[src/rtl/instr_fetch_queue_if.sv]
// ---------------------------------------------------------------------------
// instr_fetch_queue_if
// Instruction-memory port of the prefetch queue: a valid/ready request
// channel carrying a word address, and an in-order response channel that
// returns one data word per accepted request.
//   mem_req_valid  : fetch request offered by the queue
//   mem_req_addr   : word address of the offered request
//   mem_req_ready  : memory accepts; request fires on valid && ready
//   mem_resp_valid : response for the oldest unanswered request
//   mem_resp_data  : response word
// Modports: master = fetch queue side, slave = memory side.
// ---------------------------------------------------------------------------
interface instr_fetch_queue_if;
    logic        mem_req_valid;
    logic [31:0] mem_req_addr;
    logic        mem_req_ready;
    logic        mem_resp_valid;
    logic [31:0] mem_resp_data;

    modport master (
        output mem_req_valid,
        output mem_req_addr,
        input  mem_req_ready,
        input  mem_resp_valid,
        input  mem_resp_data
    );

    modport slave (
        input  mem_req_valid,
        input  mem_req_addr,
        output mem_req_ready,
        output mem_resp_valid,
        output mem_resp_data
    );
endinterface

[src/rtl/instr_fetch_queue.sv]
// ---------------------------------------------------------------------------
// instr_fetch_queue
// Sequential instruction prefetcher feeding a single-cycle core. Issues word
// fetches ahead of the core, buffers up to DEPTH returned words tagged with
// their address, and presents the head word when its address matches the
// core PC. A PC that differs from the expected next address flushes the
// queue, marks all in-flight responses as stale and restarts fetching at
// the new PC.
// Ports:
//   clk          : clock, rising edge
//   reset        : synchronous, active-low reset
//   instr_addr   : core PC for the current cycle
//   instr_taken  : core consumes instr this cycle (only when instr_valid)
//   instr        : head word when instr_valid, else NOP (32'h0000_0013)
//   instr_valid  : head entry present and tagged with instr_addr
//   mem          : instruction-memory request/response port (master)
// ---------------------------------------------------------------------------
module instr_fetch_queue #(
    parameter int unsigned DEPTH    = 4,
    parameter logic [31:0] RESET_PC = 32'h0000_0000
) (
    input  logic                       clk,
    input  logic                       reset,
    input  logic [31:0]                instr_addr,
    input  logic                       instr_taken,
    output logic [31:0]                instr,
    output logic                       instr_valid,
    instr_fetch_queue_if.master        mem
);
    localparam int unsigned PTR_W = $clog2(DEPTH);
    localparam int unsigned CNT_W = PTR_W + 1;
    localparam logic [31:0] NOP_WORD = 32'h0000_0013;
    localparam logic [CNT_W:0] DEPTH_EXT = (CNT_W + 1)'(DEPTH);

    // Queue storage and bookkeeping state
    logic [31:0]      addr_mem_q [DEPTH];
    logic [31:0]      addr_mem_d [DEPTH];
    logic [31:0]      data_mem_q [DEPTH];
    logic [31:0]      data_mem_d [DEPTH];
    logic [PTR_W-1:0] rd_ptr_q, rd_ptr_d;
    logic [PTR_W-1:0] wr_ptr_q, wr_ptr_d;
    logic [CNT_W-1:0] count_q, count_d;
    logic [CNT_W-1:0] in_flight_q, in_flight_d;
    logic [CNT_W-1:0] discard_q, discard_d;
    logic [31:0]      fetch_addr_q, fetch_addr_d;
    logic [31:0]      expect_addr_q, expect_addr_d;
    logic [31:0]      push_addr_q, push_addr_d;

    // Per-cycle control decisions
    logic             redirect_s;
    logic             head_hit_s;
    logic             has_room_s;
    logic             req_fire_s;
    logic             resp_drop_s;
    logic             push_s;
    logic             pop_s;

    // Control decode: redirect, head match, request/response/pop events
    always_comb begin
        redirect_s  = reset && (instr_addr != expect_addr_q);
        head_hit_s  = (count_q != {CNT_W{1'b0}}) && (addr_mem_q[rd_ptr_q] == instr_addr);
        // Slots already promised to in-flight requests count as occupied so a
        // returning response always finds room.
        has_room_s  = ({1'b0, count_q} + {1'b0, in_flight_q}) < DEPTH_EXT;
        resp_drop_s = mem.mem_resp_valid && (discard_q != {CNT_W{1'b0}});
        push_s      = mem.mem_resp_valid && (discard_q == {CNT_W{1'b0}});
        pop_s       = reset && head_hit_s && instr_taken;
        req_fire_s  = reset && !redirect_s && has_room_s && mem.mem_req_ready;
    end

    // Output drive: core-facing instruction and memory request
    always_comb begin
        instr_valid       = reset && head_hit_s;
        if (instr_valid) begin
            instr = data_mem_q[rd_ptr_q];
        end else begin
            instr = NOP_WORD;
        end
        mem.mem_req_valid = reset && !redirect_s && has_room_s;
        mem.mem_req_addr  = fetch_addr_q;
    end

    // Next-state computation; a redirect overrides every other update
    always_comb begin
        addr_mem_d    = addr_mem_q;
        data_mem_d    = data_mem_q;
        rd_ptr_d      = rd_ptr_q;
        wr_ptr_d      = wr_ptr_q;
        count_d       = count_q;
        in_flight_d   = in_flight_q;
        discard_d     = discard_q;
        fetch_addr_d  = fetch_addr_q;
        expect_addr_d = expect_addr_q;
        push_addr_d   = push_addr_q;

        if (redirect_s) begin
            rd_ptr_d      = {PTR_W{1'b0}};
            wr_ptr_d      = {PTR_W{1'b0}};
            count_d       = {CNT_W{1'b0}};
            fetch_addr_d  = instr_addr;
            expect_addr_d = instr_addr;
            push_addr_d   = instr_addr;
            // A response arriving now answers one in-flight request and is
            // itself dropped; everything still outstanding becomes stale.
            in_flight_d   = in_flight_q - CNT_W'(mem.mem_resp_valid);
            discard_d     = in_flight_q - CNT_W'(mem.mem_resp_valid);
        end else begin
            in_flight_d = in_flight_q + CNT_W'(req_fire_s) - CNT_W'(mem.mem_resp_valid);
            count_d     = count_q + CNT_W'(push_s) - CNT_W'(pop_s);

            if (req_fire_s) begin
                fetch_addr_d = fetch_addr_q + 32'd4;
            end else begin
                fetch_addr_d = fetch_addr_q;
            end

            if (resp_drop_s) begin
                discard_d = discard_q - CNT_W'(1'b1);
            end else begin
                discard_d = discard_q;
            end

            if (push_s) begin
                addr_mem_d[wr_ptr_q] = push_addr_q;
                data_mem_d[wr_ptr_q] = mem.mem_resp_data;
                wr_ptr_d             = wr_ptr_q + PTR_W'(1'b1);
                push_addr_d          = push_addr_q + 32'd4;
            end else begin
                wr_ptr_d    = wr_ptr_q;
                push_addr_d = push_addr_q;
            end

            if (pop_s) begin
                rd_ptr_d      = rd_ptr_q + PTR_W'(1'b1);
                expect_addr_d = expect_addr_q + 32'd4;
            end else begin
                rd_ptr_d      = rd_ptr_q;
                expect_addr_d = expect_addr_q;
            end
        end
    end

    // State registers with synchronous active-low reset
    always_ff @(posedge clk) begin
        if (!reset) begin
            for (int i = 0; i < int'(DEPTH); i++) begin
                addr_mem_q[i] <= 32'h0000_0000;
                data_mem_q[i] <= 32'h0000_0000;
            end
            rd_ptr_q      <= {PTR_W{1'b0}};
            wr_ptr_q      <= {PTR_W{1'b0}};
            count_q       <= {CNT_W{1'b0}};
            in_flight_q   <= {CNT_W{1'b0}};
            discard_q     <= {CNT_W{1'b0}};
            fetch_addr_q  <= RESET_PC;
            expect_addr_q <= RESET_PC;
            push_addr_q   <= RESET_PC;
        end else begin
            addr_mem_q    <= addr_mem_d;
            data_mem_q    <= data_mem_d;
            rd_ptr_q      <= rd_ptr_d;
            wr_ptr_q      <= wr_ptr_d;
            count_q       <= count_d;
            in_flight_q   <= in_flight_d;
            discard_q     <= discard_d;
            fetch_addr_q  <= fetch_addr_d;
            expect_addr_q <= expect_addr_d;
            push_addr_q   <= push_addr_d;
        end
    end
endmodule

[src/flat_wrapper.sv]
// flat-port wrapper written by rule: the top's interface ports become plain ports
module instr_fetch_queue_flat 
#(
    parameter int unsigned DEPTH    = 4,
    parameter logic [31:0] RESET_PC = 32'h0000_0000
)
  (clk, reset, instr_addr, instr_taken, instr, instr_valid, mem_mem_req_valid, mem_mem_req_addr, mem_mem_req_ready, mem_mem_resp_valid, mem_mem_resp_data);
  instr_fetch_queue_if mem_i ();
  input  logic clk;
  input  logic reset;
  input  logic [31:0] instr_addr;
  input  logic instr_taken;
  output logic [31:0] instr;
  output logic instr_valid;
  output wire logic [$bits(mem_i.mem_req_valid)-1:0] mem_mem_req_valid;
  output wire logic [$bits(mem_i.mem_req_addr)-1:0] mem_mem_req_addr;
  input wire logic [$bits(mem_i.mem_req_ready)-1:0] mem_mem_req_ready;
  input wire logic [$bits(mem_i.mem_resp_valid)-1:0] mem_mem_resp_valid;
  input wire logic [$bits(mem_i.mem_resp_data)-1:0] mem_mem_resp_data;
  assign mem_mem_req_valid = mem_i.mem_req_valid;
  assign mem_mem_req_addr = mem_i.mem_req_addr;
  assign mem_i.mem_req_ready = mem_mem_req_ready;
  assign mem_i.mem_resp_valid = mem_mem_resp_valid;
  assign mem_i.mem_resp_data = mem_mem_resp_data;
  instr_fetch_queue #(.DEPTH(DEPTH), .RESET_PC(RESET_PC)) u_core (.clk(clk), .reset(reset), .instr_addr(instr_addr), .instr_taken(instr_taken), .instr(instr), .instr_valid(instr_valid), .mem(mem_i));
endmodule
[config.mk]
export PLATFORM = sky130hd
export DESIGN_NAME = instr_fetch_queue_flat
export DESIGN_NICKNAME = d
export VERILOG_FILES = /design/src/rtl/instr_fetch_queue_if.sv /design/src/rtl/instr_fetch_queue.sv /design/src/flat_wrapper.sv
export SDC_FILE = /design/constraint.sdc
export NUM_CORES = 1
export LEC_CHECK = 0
export ABC_AREA = 1
export CAP_MARGIN = 15
export CORE_MARGIN = 2
export CORE_UTILIZATION = 65
export CTS_BUF_LIST = sky130_fd_sc_hd__clkbuf_4
export CTS_CLUSTER_DIAMETER = 120
export DETAILED_ROUTE_END_ITERATION = 6
export DONT_BUFFER_PORTS = 1
export GPL_TIMING_DRIVEN = 0
export PLACE_DENSITY = 0.82
export SLEW_MARGIN = 25
export SYNTH_ARGS = -nofsm -noshare
export SYNTH_HDL_FRONTEND = slang
export SYNTH_SLANG_ARGS = --single-unit
[constraint.sdc]
create_clock -name clk -period 4.2 [get_ports clk]
set_clock_uncertainty 0.1 [all_clocks]
set_input_delay 0.63 -clock clk [delete_from_list [all_inputs] [get_ports clk]]
set_output_delay 0.63 -clock clk [all_outputs]
set_load 0.02 [all_outputs]
==> impl_metrics.toml, run 1 <==
[power]
p_switching_w = 0.002267
switching_share_pct = 29.69
p_comb_share_pct = 11.7
p_seq_share_pct = 48.0
ir_drop_mv = 0.2528
leakage_nw = 8.384
pwr-share-clk_pct = 40.3
powerDensity_nw_per_um2 = 357.9
internal_power_w = 0.005367

[detailed_routing]
dr.pass1.iters = 7
initialDrtViolationCount = 2673
wl_per_cell_um = 20.94
drc = 3
wl_um = 73030
vias = 21240
ant_nets = 0
avgViaCountPerCell = 6.091

[floorplan]
initial_utilization_pct = 66.51
core_area_um2 = 28940
io_pins = 135
fp.dieH_um = 176.1
core.rowCount = 62
die_w_um = 176.1
dieArea_um2 = 31000

[place]
place_congestion = 1.019
place_hpwl_um = 53660
portBuffers = 0
place_area_um2 = 19730

[finish]
area_delta_synth_final_pct = 10.82
postLayoutCellArea_um2 = 21330
num-nets-final = 3139
final_common_cell = "nand2_1"
fillers = 2410
drive_gt1_share_pct = 8.414
layout_common_cells = "574 x nand2_1, 403 x inv_1, 365 x a21oi_1"
final_util_pct = 73.71

[logic_synthesis]
ys_ff_latch = 361
ys.flop_type = "dfxtp_1"
yosysWarnings = 0
ys_seq_area_share_pct = 37.55
synth_edf_count = 0
syn_area_per_cell_um2 = 6.600
synth-async-reset-ratio_pct = 0
synth_cells = 2916
netlist_area_um2 = 19250
synth_cell_types = 41
syn_nets = 3004

[critical_path]
arrival_ps = 3420
slowest_delay_ps = 400
path_common_cell = "nand3_1"
path_class = "reg -> out"
r2r_cells = 22
worstPathMaxFanout = 10
required_ps = 3470
cp_num_cells = 14
crit_family = "buffers and inverters"
end_kind = "output port"
path_buf_inv = 5
cpMaxStageDelayCell = "dfxtp_1"
cp_cell_sequence = "buf_6, inv_4, clkbuf_4, nand2_1, nand3_1, nand2_1, xor2_2, nand3_1, nor2_1, nand3_1, nor2_4, buf_12, buf_2, o21a_1"
start_kind = "flop"

[clock_tree]
htreeDepth = 3
cts_made_buffers = 92
cts_root_buf = "clkbuf_4"
clk_latency_ps = 790
cts_sinks = 361
clk_path_buf_depth = 3
path_clk_slew_ps = 70
cts_tree = "done"

[sta]
fin_crit_sh_pct = 98.81
slew_violations = 0
setup_violations = 0
relSlewSlack_pct = 29.40
timing.final.crit_period_ps = 4150
max_clock_freq_ghz = 0.2410
worst_pin_slew_ps = 1059
finalHoldViolations = 0

[status]
violations = "design-rule violations"
status = "complete, but fails checks"

[hold_path]
hold_path_class = "in -> reg"
whs_path_depth = 2

[run]
drv_cap = 0

[global_routing]
antenna_found_initial = 1
grt_first_pass_wirelength_um = 111000
grt_util_all_layers_pct = 46.34
gr-total-overflow = 0
grt_max_degree = 16
grt_pass1_vias = 20270
## sequential cells by signal (all words and copies together), names as in the netlist
register,flops
u_core.in_flight_q,3
u_core.addr_mem_q,128
u_core.wr_ptr_q,2
u_core.discard_q,3
u_core.data_mem_q,128
u_core.expect_addr_q,30
u_core.count_q,3
u_core.rd_ptr_q,2
u_core.mem.mem_req_addr,31
u_core.push_addr_q,31
## cell usage after synthesis (5+ instances only)
master | number | share of area (%)
nor4_1 | 17 | 0.55
inv_1 | 403 | 7.9
nor3_1 | 30 | 0.78
buf_4 | 14 | 0.55
inv_2 | 5 | 0.098
dfxtp_1 | 361 | 38
buf_2 | 61 | 1.6
buf_6 | 5 | 0.29
nand3_1 | 194 | 5.0
o21ai_0 | 348 | 9.0
o22ai_1 | 5 | 0.16
ha_1 | 17 | 1.1
nand4_1 | 47 | 1.5
clkbuf_1 | 101 | 2.0
buf_1 | 8 | 0.16
a21oi_1 | 365 | 9.5
nand2_1 | 574 | 11
xor2_1 | 65 | 3.0
o21a_1 | 31 | 1.2
a21boi_0 | 5 | 0.20
nor2_1 | 177 | 3.5
nand3b_1 | 7 | 0.27
xnor2_1 | 24 | 1.1
o21ai_1 | 26 | 0.68
## per-stage QoR
step	worst slack (ps)	cells	TNS, ps	power [W]	hold slack [ps]
6_report	50.08	3487	0	0.007634	21.01
5_1_grt	-3.965	3487	-3.965	0.007883	26.33
4_1_cts	22.66	3486	0	0.007557	2.351
3_5_place_dp	-389.1	3300	-1837	0.004540	332.5
3_3_place_gp	-299.7	3300	-1798	0.004515	328.2
2_1_floorplan	1038	2916	0	0.004279	320.5
## worst register-to-register path, cell delays in order (launching register included)
cell      delay (ps)
dfxtp_1          400
buf_6            170
inv_4             70
clkbuf_4         240
nand2_1           90
nand3_1           60
nand2_1          130
xor2_2           240
nand3_1          110
nor2_1           200
nand3_1          160
nor2_4           120
buf_12           150
buf_4            160
nand2_1           70
inv_1            120
ha_1             240
inv_1             60
ha_1             130
inv_1             50
fa_1             370
or2_2            300
a21oi_1          130
## cell type report
cell class	instances	area (um2)	area share, %
clock inverter	21	186.4	0.8741
multi-input combinational	1955	9647	45.23
tap	384	480.5	2.253
clock buffer	124	930.9	4.364
buffer	189	892.1	4.183
inverter	411	1548	7.256
sequential	361	7227	33.88
timing repair buffer	41	415.4	1.948
antenna	1	2.502	0.01173
## cells by family after synthesis
kind of cell / count (synthesis) / synth area share [%]
AOI/OAI and AO/OA: 786 / 21.02
DFF: 361 / 37.55
buffers and inverters: 600 / 12.59
xor gates and xnor gates: 89 / 4.050
and+or+nand+nor: 1061 / 23.47
adders and majority gates: 19 / 1.313
## power by group through the flow
stage	combinational (W)	clock [W]	sequential, W
4_1_cts	0.000856	0.00305	0.00365
6_report	0.000895	0.00308	0.00366
3_5_place_dp	0.000809	0	0.00373
2_1_floorplan	0.000581	0	0.00370
3_3_place_gp	0.000788	0	0.00373
5_1_grt	0.000977	0.00324	0.00367
## worst paths after layout
path / startpoint / end / slack (ps)
setup reg to reg: u_core.rd_ptr_q[0] / u_core.count_q[2] / 270
hold / removal: mem_mem_resp_data[5] / u_core.data_mem_q[101] / 20
setup / recovery: u_core.rd_ptr_q[0] / instr[23] / 50
hold reg to reg: u_core.data_mem_q[75] / u_core.data_mem_q[75] / 340
## layer usage
layer | part of all wire [%] | wire [um] | up-vias | GRT usage [%]
met4 | 6.7 | 4865 | 0 | 29.92
li1 | - | - | 9759 | -
met1 | 36 | 26550 | 9597 | 55.09
met2 | 44 | 32190 | 1560 | 73.92
met3 | 13 | 9420 | 322 | 12.64
met5 | 0 | 0 | - | 0
## timing repair
item / CTS / global route
hold buffers: 38 / 0
gates cloned: 0 / 0
endpoints found under the hold margin: 130 / 0
endpoints found under the setup margin: 33 / 29
setup buffers: 3 / 0
pin swaps: 1 / 0
gates resized for setup: 6 / 32
No activity file was read; power rests on OpenSTA's default activity.
==> inputs of run 2 (changes only) <==
--- a/config.mk
+++ b/config.mk
@@ -15,7 +15,6 @@
 export DONT_BUFFER_PORTS = 1
 export GPL_TIMING_DRIVEN = 0
 export PLACE_DENSITY = 0.82
-export SLEW_MARGIN = 25
 export SYNTH_ARGS = -nofsm -noshare
 export SYNTH_HDL_FRONTEND = slang
 export SYNTH_SLANG_ARGS = --single-unit
==> constraint.sdc (replaced) <==
create_clock -name clk -period 4.4 [get_ports clk]
set_clock_uncertainty 0.1 [all_clocks]
set_input_delay 0.66 -clock clk [delete_from_list [all_inputs] [get_ports clk]]
set_output_delay 0.66 -clock clk [all_outputs]
set_load 0.02 [all_outputs]
==> impl_metrics.toml, run 2 (synthesis results as in run 1) <==
[status]
status = "complete, but fails checks"
violations = "design-rule violations"

[detailed_routing]
ant_nets = 0
dr.pass1.iters = 7
vias = 21130
wl_um = 72590
avgViaCountPerCell = 6.072
initialDrtViolationCount = 2667
drc = 1
wl_per_cell_um = 20.86

[floorplan]
dieArea_um2 = 31000
fp.dieH_um = 176.1
die_w_um = 176.1
core_area_um2 = 28940
io_pins = 135
core.rowCount = 62
initial_utilization_pct = 66.51

[place]
place_area_um2 = 19730
portBuffers = 0
place_hpwl_um = 53660
place_ws_ps = -219.1
place_congestion = 1.019

[sta]
rsz0062_at_grt = "no"
fin_crit_sh_pct = 99.57
finalHoldViolations = 0
slew_violations = 0
worst_pin_slew_ps = 1058
max_clock_freq_ghz = 0.2283
hold_slack_ps = 17.06
timing.final.crit_period_ps = 4381
setup_violations = 0
relSlewSlack_pct = 29.46
worst_slack_ps = 18.99

[finish]
final_util_pct = 73.29
final_common_cell = "nand2_1"
seqCellArea_um2 = 7227
postLayoutCellArea_um2 = 21210
multi_input_area_um2 = 9600
layout_common_cells = "574 x nand2_1, 403 x inv_1, 365 x a21oi_1"
drive_gt1_share_pct = 7.496
area_delta_synth_final_pct = 10.18
reg_top3 = "u_core.addr_mem_q (128), u_core.data_mem_q (128)"
fillers = 2442
num-nets-final = 3132

[critical_path]
r2r_cells = 21
end_kind = "output port"
path_class = "reg -> out"
start_kind = "flop"
arrival_ps = 3620
worstPathMaxFanout = 10
required_ps = 3640

[power]
ir_drop_mv = 0.2388
powerDensity_nw_per_um2 = 342.9
power.total_w = 0.007271
leakage_nw = 8.326

[clock_tree]
clk_path_buf_depth = 3
path_clk_slew_ps = 70
cts_made_buffers = 92
htreeDepth = 3
cts_root_buf = "clkbuf_4"
cts_sinks = 361
clk_latency_ps = 820
cts_tree = "done"

[global_routing]
grt_util_all_layers_pct = 46.15
gr-total-overflow = 0
grt_max_degree = 16
antenna_found_initial = 2
grt_pass1_vias = 20270
grt_first_pass_wirelength_um = 110500

[hold_path]
hold_path_class = "in -> reg"
whs_path_depth = 2

[run]
drv_cap = 0
==> run 2: cell count changes in the layout (fill, tap and decap cells not counted) <==
cell | before | now
clkbuf_4 | 129 | 124
o21a_1 | 6 | 31
buf_2 | 56 | 61
xor2_2 | 2 | 0
o21a_2 | 25 | 0
xor2_1 | 63 | 65
dlygate4sd3_1 | 38 | 33
buf_4 | 17 | 15
==> run 2: worst paths after layout <==
check	from	slack, ps	end
max reg2reg	u_core.rd_ptr_q[0]	450	u_core.count_q[2]
max	u_core.rd_ptr_q[0]	20	instr[30]
min	mem_mem_resp_data[2]	20	u_core.data_mem_q[34]
min reg2reg	u_core.data_mem_q[76]	340	u_core.data_mem_q[76]
==> run 2: per-layer routing <==
| metal | vias to the layer above | part of all wire, % | global-route usage, % |
|---|---|---|---|
| met1 | 9508 | 36 | 54.49 |
| met4 | 2 | 6.2 | 28.24 |
| li1 | 9748 | - | - |
| met2 | 1556 | 44 | 74.33 |
| met5 | - | 0.017 | 0 |
| met3 | 315 | 13 | 13.22 |
==> run 2: what timing repair did <==
action / CTS / global route
buffers inserted: 0 / 1
hold buffers: 33 / 0
setup endpoints to repair: 30 / 29
pin swaps: 0 / 1
hold endpoints to repair: 105 / 0
resized for setup: 6 / 0
==> run 2: critical path: stages, from the launching register on <==
cell	delay, ps
dfxtp_1	350
buf_6	160
inv_4	100
buf_2	340
nand2_1	80
nand3_1	70
nand2_1	80
xor2_1	340
nand3_1	120
nor2_1	200
nand3_1	150
nor2_4	130
buf_12	150
buf_4	250
o21a_1	300
==> run 2: layout make-up <==
| type | count | area share (%) |
|---|---|---|
| Antenna cell | 1 | 0.01180 |
| Buffer | 189 | 4.148 |
| Clock buffer | 124 | 4.390 |
| Clock inverter | 21 | 0.8792 |
| Inverter | 411 | 7.299 |
| Multi-Input combinational cell | 1955 | 45.27 |
| Sequential cell | 361 | 34.08 |
| Tap cell | 384 | 2.266 |
| Timing Repair Buffer | 34 | 1.652 |
==> run 2: stage by stage <==
| step | instances | TNS [ps] |
|---|---|---|
| after floorplan | 2916 | 0 |
| after global placement | 3300 | -342.3 |
| after detailed placement | 3300 | -386.3 |
| after CTS | 3478 | 0 |
| after global routing | 3480 | 0 |
| final | 3480 | 0 |
==> run 2: report_power, final <==
| part | internal, W | total, W | switching (W) |
|---|---|---|---|
| Clock | 0.00148 | 0.00293 | 0.00146 |
| Sequential | 0.00338 | 0.00350 | 0.000120 |
| Combinational | 0.000268 | 0.000845 | 0.000576 |
